===== config.mk =====
export PLATFORM = sky130hd
export DESIGN_NAME = sid_regbank
export DESIGN_NICKNAME = d
export VERILOG_FILES = /design/src/rtl/sid_regbank.sv
export SDC_FILE = /design/constraint.sdc
export NUM_CORES = 1
export LEC_CHECK = 0
export ABC_AREA = 1
export BUFFER_PORTS_ARGS = -buffer_cell sky130_fd_sc_hd__buf_2
export CORE_UTILIZATION = 53
export CTS_CLUSTER_DIAMETER = 200
export DETAILED_ROUTE_END_ITERATION = 8
export PLACE_DENSITY = 0.8
export REMOVE_ABC_BUFFERS = 1
export SLEW_MARGIN = 5
export SYNTH_ARGS = -nofsm -noshare
export SYNTH_HDL_FRONTEND = slang
export SYNTH_SLANG_ARGS = --single-unit

===== constraint.sdc =====
create_clock -name clk -period 2.95 [get_ports clk]
set_clock_uncertainty 0.15 [all_clocks]
set_input_delay 0.295 -clock clk [delete_from_list [all_inputs] [get_ports clk]]
set_output_delay 0.295 -clock clk [all_outputs]
set_load 0.05 [all_outputs]

===== src/rtl/sid_regbank.sv =====
// SID register bank: byte-bus decode onto the voice/filter register map,
// OSC3/ENV3/POT readback, and the datapath clock-enable divider.
module sid_regbank #(
   parameter int unsigned CLK_DIV     = 25,
   parameter logic [7:0]  POT_DEFAULT = 8'hFF
) (
   input  logic        clk,
   input  logic        rst,
   input  logic [4:0]  bus_addr,
   input  logic [7:0]  bus_wdata,
   input  logic        bus_we,
   input  logic        bus_re,
   output logic [7:0]  bus_rdata,
   output logic        bus_ack,
   input  logic [7:0]  osc3,
   input  logic [7:0]  ch3_env,
   output logic        clk_enable,
   output logic [15:0] freq1,
   output logic [15:0] freq2,
   output logic [15:0] freq3,
   output logic [11:0] pw1,
   output logic [11:0] pw2,
   output logic [11:0] pw3,
   output logic [7:0]  ctrl_reg1,
   output logic [7:0]  ctrl_reg2,
   output logic [7:0]  ctrl_reg3,
   output logic [7:0]  atk_dec1,
   output logic [7:0]  atk_dec2,
   output logic [7:0]  atk_dec3,
   output logic [7:0]  sus_rel1,
   output logic [7:0]  sus_rel2,
   output logic [7:0]  sus_rel3,
   output logic [10:0] fc,
   output logic [7:0]  res_filt,
   output logic [7:0]  mode_vol
);

   localparam int unsigned CW = (CLK_DIV > 2) ? $clog2(CLK_DIV) : 1;
   localparam logic [CW-1:0] CNT_MAX = CW'(CLK_DIV - 1);

   typedef enum logic [3:0] {
      F_NONE,
      F_FREQ_LO,
      F_FREQ_HI,
      F_PW_LO,
      F_PW_HI,
      F_CTRL,
      F_ATK_DEC,
      F_SUS_REL,
      F_FC_LO,
      F_FC_HI,
      F_RES_FILT,
      F_MODE_VOL
   } field_t;

   logic [15:0]   freq_r    [3];
   logic [11:0]   pw_r      [3];
   logic [7:0]    ctrl_r    [3];
   logic [7:0]    atk_dec_r [3];
   logic [7:0]    sus_rel_r [3];
   logic [10:0]   fc_r;
   logic [7:0]    res_filt_r;
   logic [7:0]    mode_vol_r;
   logic [7:0]    last_write;
   logic [7:0]    rdata_r;
   logic          ack_r;
   logic [CW-1:0] div_cnt;
   logic          ena_r;

   field_t        field;
   logic [1:0]    voice;
   logic [4:0]    offset;
   logic [7:0]    read_value;

   // Voice registers occupy 0x00-0x14 as three 7-byte blocks; split into voice/offset.
   always_comb begin
      voice  = 2'd0;
      offset = bus_addr;
      field  = F_NONE;
      if (bus_addr < 5'd7) begin
         voice  = 2'd0;
         offset = bus_addr;
      end else if (bus_addr < 5'd14) begin
         voice  = 2'd1;
         offset = bus_addr - 5'd7;
      end else if (bus_addr < 5'd21) begin
         voice  = 2'd2;
         offset = bus_addr - 5'd14;
      end
      if (bus_addr < 5'd21) begin
         case (offset)
            5'd0:    field = F_FREQ_LO;
            5'd1:    field = F_FREQ_HI;
            5'd2:    field = F_PW_LO;
            5'd3:    field = F_PW_HI;
            5'd4:    field = F_CTRL;
            5'd5:    field = F_ATK_DEC;
            5'd6:    field = F_SUS_REL;
            default: field = F_NONE;
         endcase
      end else begin
         case (bus_addr)
            5'h15:   field = F_FC_LO;
            5'h16:   field = F_FC_HI;
            5'h17:   field = F_RES_FILT;
            5'h18:   field = F_MODE_VOL;
            default: field = F_NONE;
         endcase
      end
   end

   // Write-only and unmapped addresses read back the last bus write (bus decay).
   always_comb begin
      case (bus_addr)
         5'h19, 5'h1A: read_value = POT_DEFAULT;
         5'h1B:        read_value = osc3;
         5'h1C:        read_value = ch3_env;
         default:      read_value = last_write;
      endcase
   end

   always_ff @(posedge clk) begin
      if (rst) begin
         for (int unsigned v = 0; v < 3; v++) begin
            freq_r[v]    <= '0;
            pw_r[v]      <= '0;
            ctrl_r[v]    <= '0;
            atk_dec_r[v] <= '0;
            sus_rel_r[v] <= '0;
         end
         fc_r       <= '0;
         res_filt_r <= '0;
         mode_vol_r <= '0;
         last_write <= '0;
         rdata_r    <= '0;
         ack_r      <= 1'b0;
      end else begin
         ack_r <= bus_we | bus_re;
         if (bus_we) begin
            last_write <= bus_wdata;
            case (field)
               F_FREQ_LO:  freq_r[voice][7:0]  <= bus_wdata;
               F_FREQ_HI:  freq_r[voice][15:8] <= bus_wdata;
               F_PW_LO:    pw_r[voice][7:0]    <= bus_wdata;
               F_PW_HI:    pw_r[voice][11:8]   <= bus_wdata[3:0];
               F_CTRL:     ctrl_r[voice]       <= bus_wdata;
               F_ATK_DEC:  atk_dec_r[voice]    <= bus_wdata;
               F_SUS_REL:  sus_rel_r[voice]    <= bus_wdata;
               F_FC_LO:    fc_r[2:0]           <= bus_wdata[2:0];
               F_FC_HI:    fc_r[10:3]          <= bus_wdata;
               F_RES_FILT: res_filt_r          <= bus_wdata;
               F_MODE_VOL: mode_vol_r          <= bus_wdata;
               default:    ;
            endcase
         end else if (bus_re) begin
            rdata_r <= read_value;
         end
      end
   end

   always_ff @(posedge clk) begin
      if (rst) begin
         div_cnt <= '0;
         ena_r   <= 1'b0;
      end else begin
         ena_r   <= (div_cnt == CNT_MAX);
         div_cnt <= (div_cnt == CNT_MAX) ? '0 : div_cnt + 1'b1;
      end
   end

   assign bus_rdata  = rdata_r;
   assign bus_ack    = ack_r;
   assign clk_enable = ena_r;

   assign freq1     = freq_r[0];
   assign freq2     = freq_r[1];
   assign freq3     = freq_r[2];
   assign pw1       = pw_r[0];
   assign pw2       = pw_r[1];
   assign pw3       = pw_r[2];
   assign ctrl_reg1 = ctrl_r[0];
   assign ctrl_reg2 = ctrl_r[1];
   assign ctrl_reg3 = ctrl_r[2];
   assign atk_dec1  = atk_dec_r[0];
   assign atk_dec2  = atk_dec_r[1];
   assign atk_dec3  = atk_dec_r[2];
   assign sus_rel1  = sus_rel_r[0];
   assign sus_rel2  = sus_rel_r[1];
   assign sus_rel3  = sus_rel_r[2];
   assign fc        = fc_r;
   assign res_filt  = res_filt_r;
   assign mode_vol  = mode_vol_r;

endmodule


==> results.yml <==
synthesis:
  ys_seq_area_share_pct: 64.05
  ys_dominant_reg_cell: "edfxtp_1"
  synthTopCellsByArea: "edfxtp_1 (53%), dfxtp_1 (11%), nor3_1 (5.0%)"
  ys_warn_count: 0
  synthDistinctLibCells: 36
  syn_area_per_cell_um2: 10.88
  synth_area_um2: 8876
  synth_edf_count: 156
  syn_inst: 816
  synthArstFlopShare_pct: 0
  yosysTopAreaCell: "edfxtp_1"
  yosysTopAreaCellShare_pct: 52.78
  ys_seq_elements: 206
critical_path:
  criticalPathCategory: "in2reg"
  startpoint: "bus_addr[1]"
  worstPathArrival_ns: 2.45
  crit_fanout: 9
  r2r_start: "div_cnt[0]"
  path_cells: "buf_2 -> inv_1 -> ha_1 -> nand2_1 -> nand2_2 -> nand2_4 -> nand2_2 -> o21ai_1 -> nand2_1 -> nand2_1 -> nand2_1 -> nor2_1 -> nand4_2 -> o21ai_0 -> buf_4"
  worstSetupEndpointType: "flip-flop"
  crit_buf_inv: 3
  critical_path_required_ns: 2.99
  slowest_delay_ns: 0.33
  path_common_cell: "nand2_1"
  start_kind: "input port"
  path_delay_family: "simple AND/OR/NAND/NOR gates"
  crit_slowest_cell: "o21ai_0"
floorplan:
  die-area_um2: 17270
  start_util_pct: 55.08
  core_um2: 16120
  io_pins: 226
  rows: 46
  die_h_um: 131.4
  die_w_um: 131.4
route:
  drc: 0
  via_per_inst: 5.274
  routed-via-count: 6819
  drtIter0Drc: 497
  postRouteWirelength_mm: 21.53
  wire_per_inst_um: 16.65
  drtAntennaViolNets: 0
  dr.pass1.iters: 5
grt:
  grt_pass1_wl_mm: 33.46
  overflow: 0
  grt_max_degree: 47
  antenna_found_initial: 0
  grt_pass1_vias: 6268
  grt_usage_pct: 24.62
timing:
  report.final.slew_viol_count: 0
  whs_ns: 0.02503
  slew-limit-headroom_pct: 61.20
  min_period_over_period_pct: 81.52
  rsz0062_at_grt: "false"
  tightest_slew_ns: 0.5812
  hold_violations: 0
  final.setup.worst_slack_ns: 0.5451
  finalSetupViolCount: 0
  max_freq_mhz: 415.8
  finalWorstPathRequiredPeriod_ns: 2.405
cts:
  clk_latency_ns: 0.48
  cts_tree: "done"
  path_clk_slew_ns: 0.06
  post_cts_resized: 0
  clock-sinks: 206
  cts_root_buf: "clkbuf_16"
  clk_path_buf_depth: 3
  cts_max_level: 1
  numCtsBuffers: 21
placed_design:
  place.gp.congestion: 0.8500
  dp_slack_ns: 0.07847
  numPortBuffers: 225
  place.detailed.hpwl_mm: 14.26
  placed_cells: 1248
hold_path:
  hp-start: "rst"
  hold_path.class: "in2reg"
cells_and_area:
  drive_gt1_share_pct: 35.10
  areaGrowthSynthToFinish_pct: 24.54
  final_cell_mix: "buf_2 (225), edfxtp_1 (156), inv_1 (92)"
  layout_commonest_cell: "buf_2"
  fin_nets: 1106
  n_antenna_cell: 0
  fin_util_pct: 68.59
  finalNonFillerCells: 1293
flow_run:
  maxCapViolCount: 0
power:
  p_leak_nw: 4.673
  ir_drop_v: 0.0003649
  p_per_area_nw_per_um2: 608.9
outcome:
  outcome: "finished, final reports clean"
final timing paths:
path | to | slack (ns) | cells after the start
setup / recovery | ctrl_r[2][7] | 0.55 | 15
hold / removal | clk_enable | 0.03 | 2
hold reg to reg | div_cnt[0] | 0.31 | 1
setup reg to reg | div_cnt[3] | 1.75 | 5
stage by stage:
step                      TNS (ns)  area (um^2)  total power [mW]
after global placement           0        10370             4.465
after CTS                        0        11050             6.776
after detailed placement         0        10370             4.476
after floorplan            -108.61         8581             4.142
after global routing             0        11050             6.953
final                            0        11050             6.731
sequential cells by signal (all words and copies together), names as in the netlist:
register and cells:
bus_ack 1, fc 11, res_filt 8, bus_rdata 8, div_cnt 5, ctrl_r 24
freq_r 48, last_write 8, pw_r 36, atk_dec_r 24, clk_enable 1, sus_rel_r 24
mode_vol 8
cells by family (layout without fill, tap and decap cells):
family / Yosys count / count (layout) / share of synthesized area, %
buf+inv: 159 / 420 / 7.527
fa+ha+maj: 8 / 8 / 1.128
xor+xnor: 1 / 1 / 0.09869
flops: 206 / 206 / 64.05
simple gates: 375 / 375 / 22.68
compound gates: 67 / 67 / 4.511
synth_stat cells, types with 4 or more instances:
cell type  count
nor2_1        89
a21oi_1       21
nand3_2        6
inv_1         92
nand2_2        9
nand4_1       22
edfxtp_1     156
nand3_1       21
buf_1          4
nand2_1       88
dfxtp_1       50
nand2_4        4
o21ai_0       31
clkbuf_1      38
nand4_2        6
o2111ai_1      9
nor3_1        89
buf_2         11
nor3_2        35
buf_6          6
ha_1           8
area by class of cell:
type | count | area, um^2
flip-flops and latches | 206 | 5685
fillers | 1197 | 5061
multi-input cells | 451 | 2525
repair buffers | 287 | 1617
clock buffers | 26 | 544.3
inverters | 98 | 372.9
well taps | 216 | 270.3
clock inverters | 9 | 40.04
repair_timing:
item                      CTS  global route
hold endpoints to repair   12             0
hold buffers               10             0
buffers inserted            0             0
routing by layer:
| layer | vias to the layer above | GRT usage (%) | wire length (um) |
|---|---|---|---|
| met5 | - | 0 | 0 |
| met4 | 0 | 4.910 | 285 |
| met3 | 29 | 4.591 | 1759 |
| met2 | 335 | 41.86 | 10580 |
| met1 | 3174 | 32.97 | 8899 |
| li1 | 3281 | - | - |
power by group:
group	leakage (nW)	internal [mW]	switching, mW
clock network	0.287	1.30	1.01
registers	1.89	3.26	0.0564
logic	2.50	0.227	0.884
(Power assumes the default switching activity.)
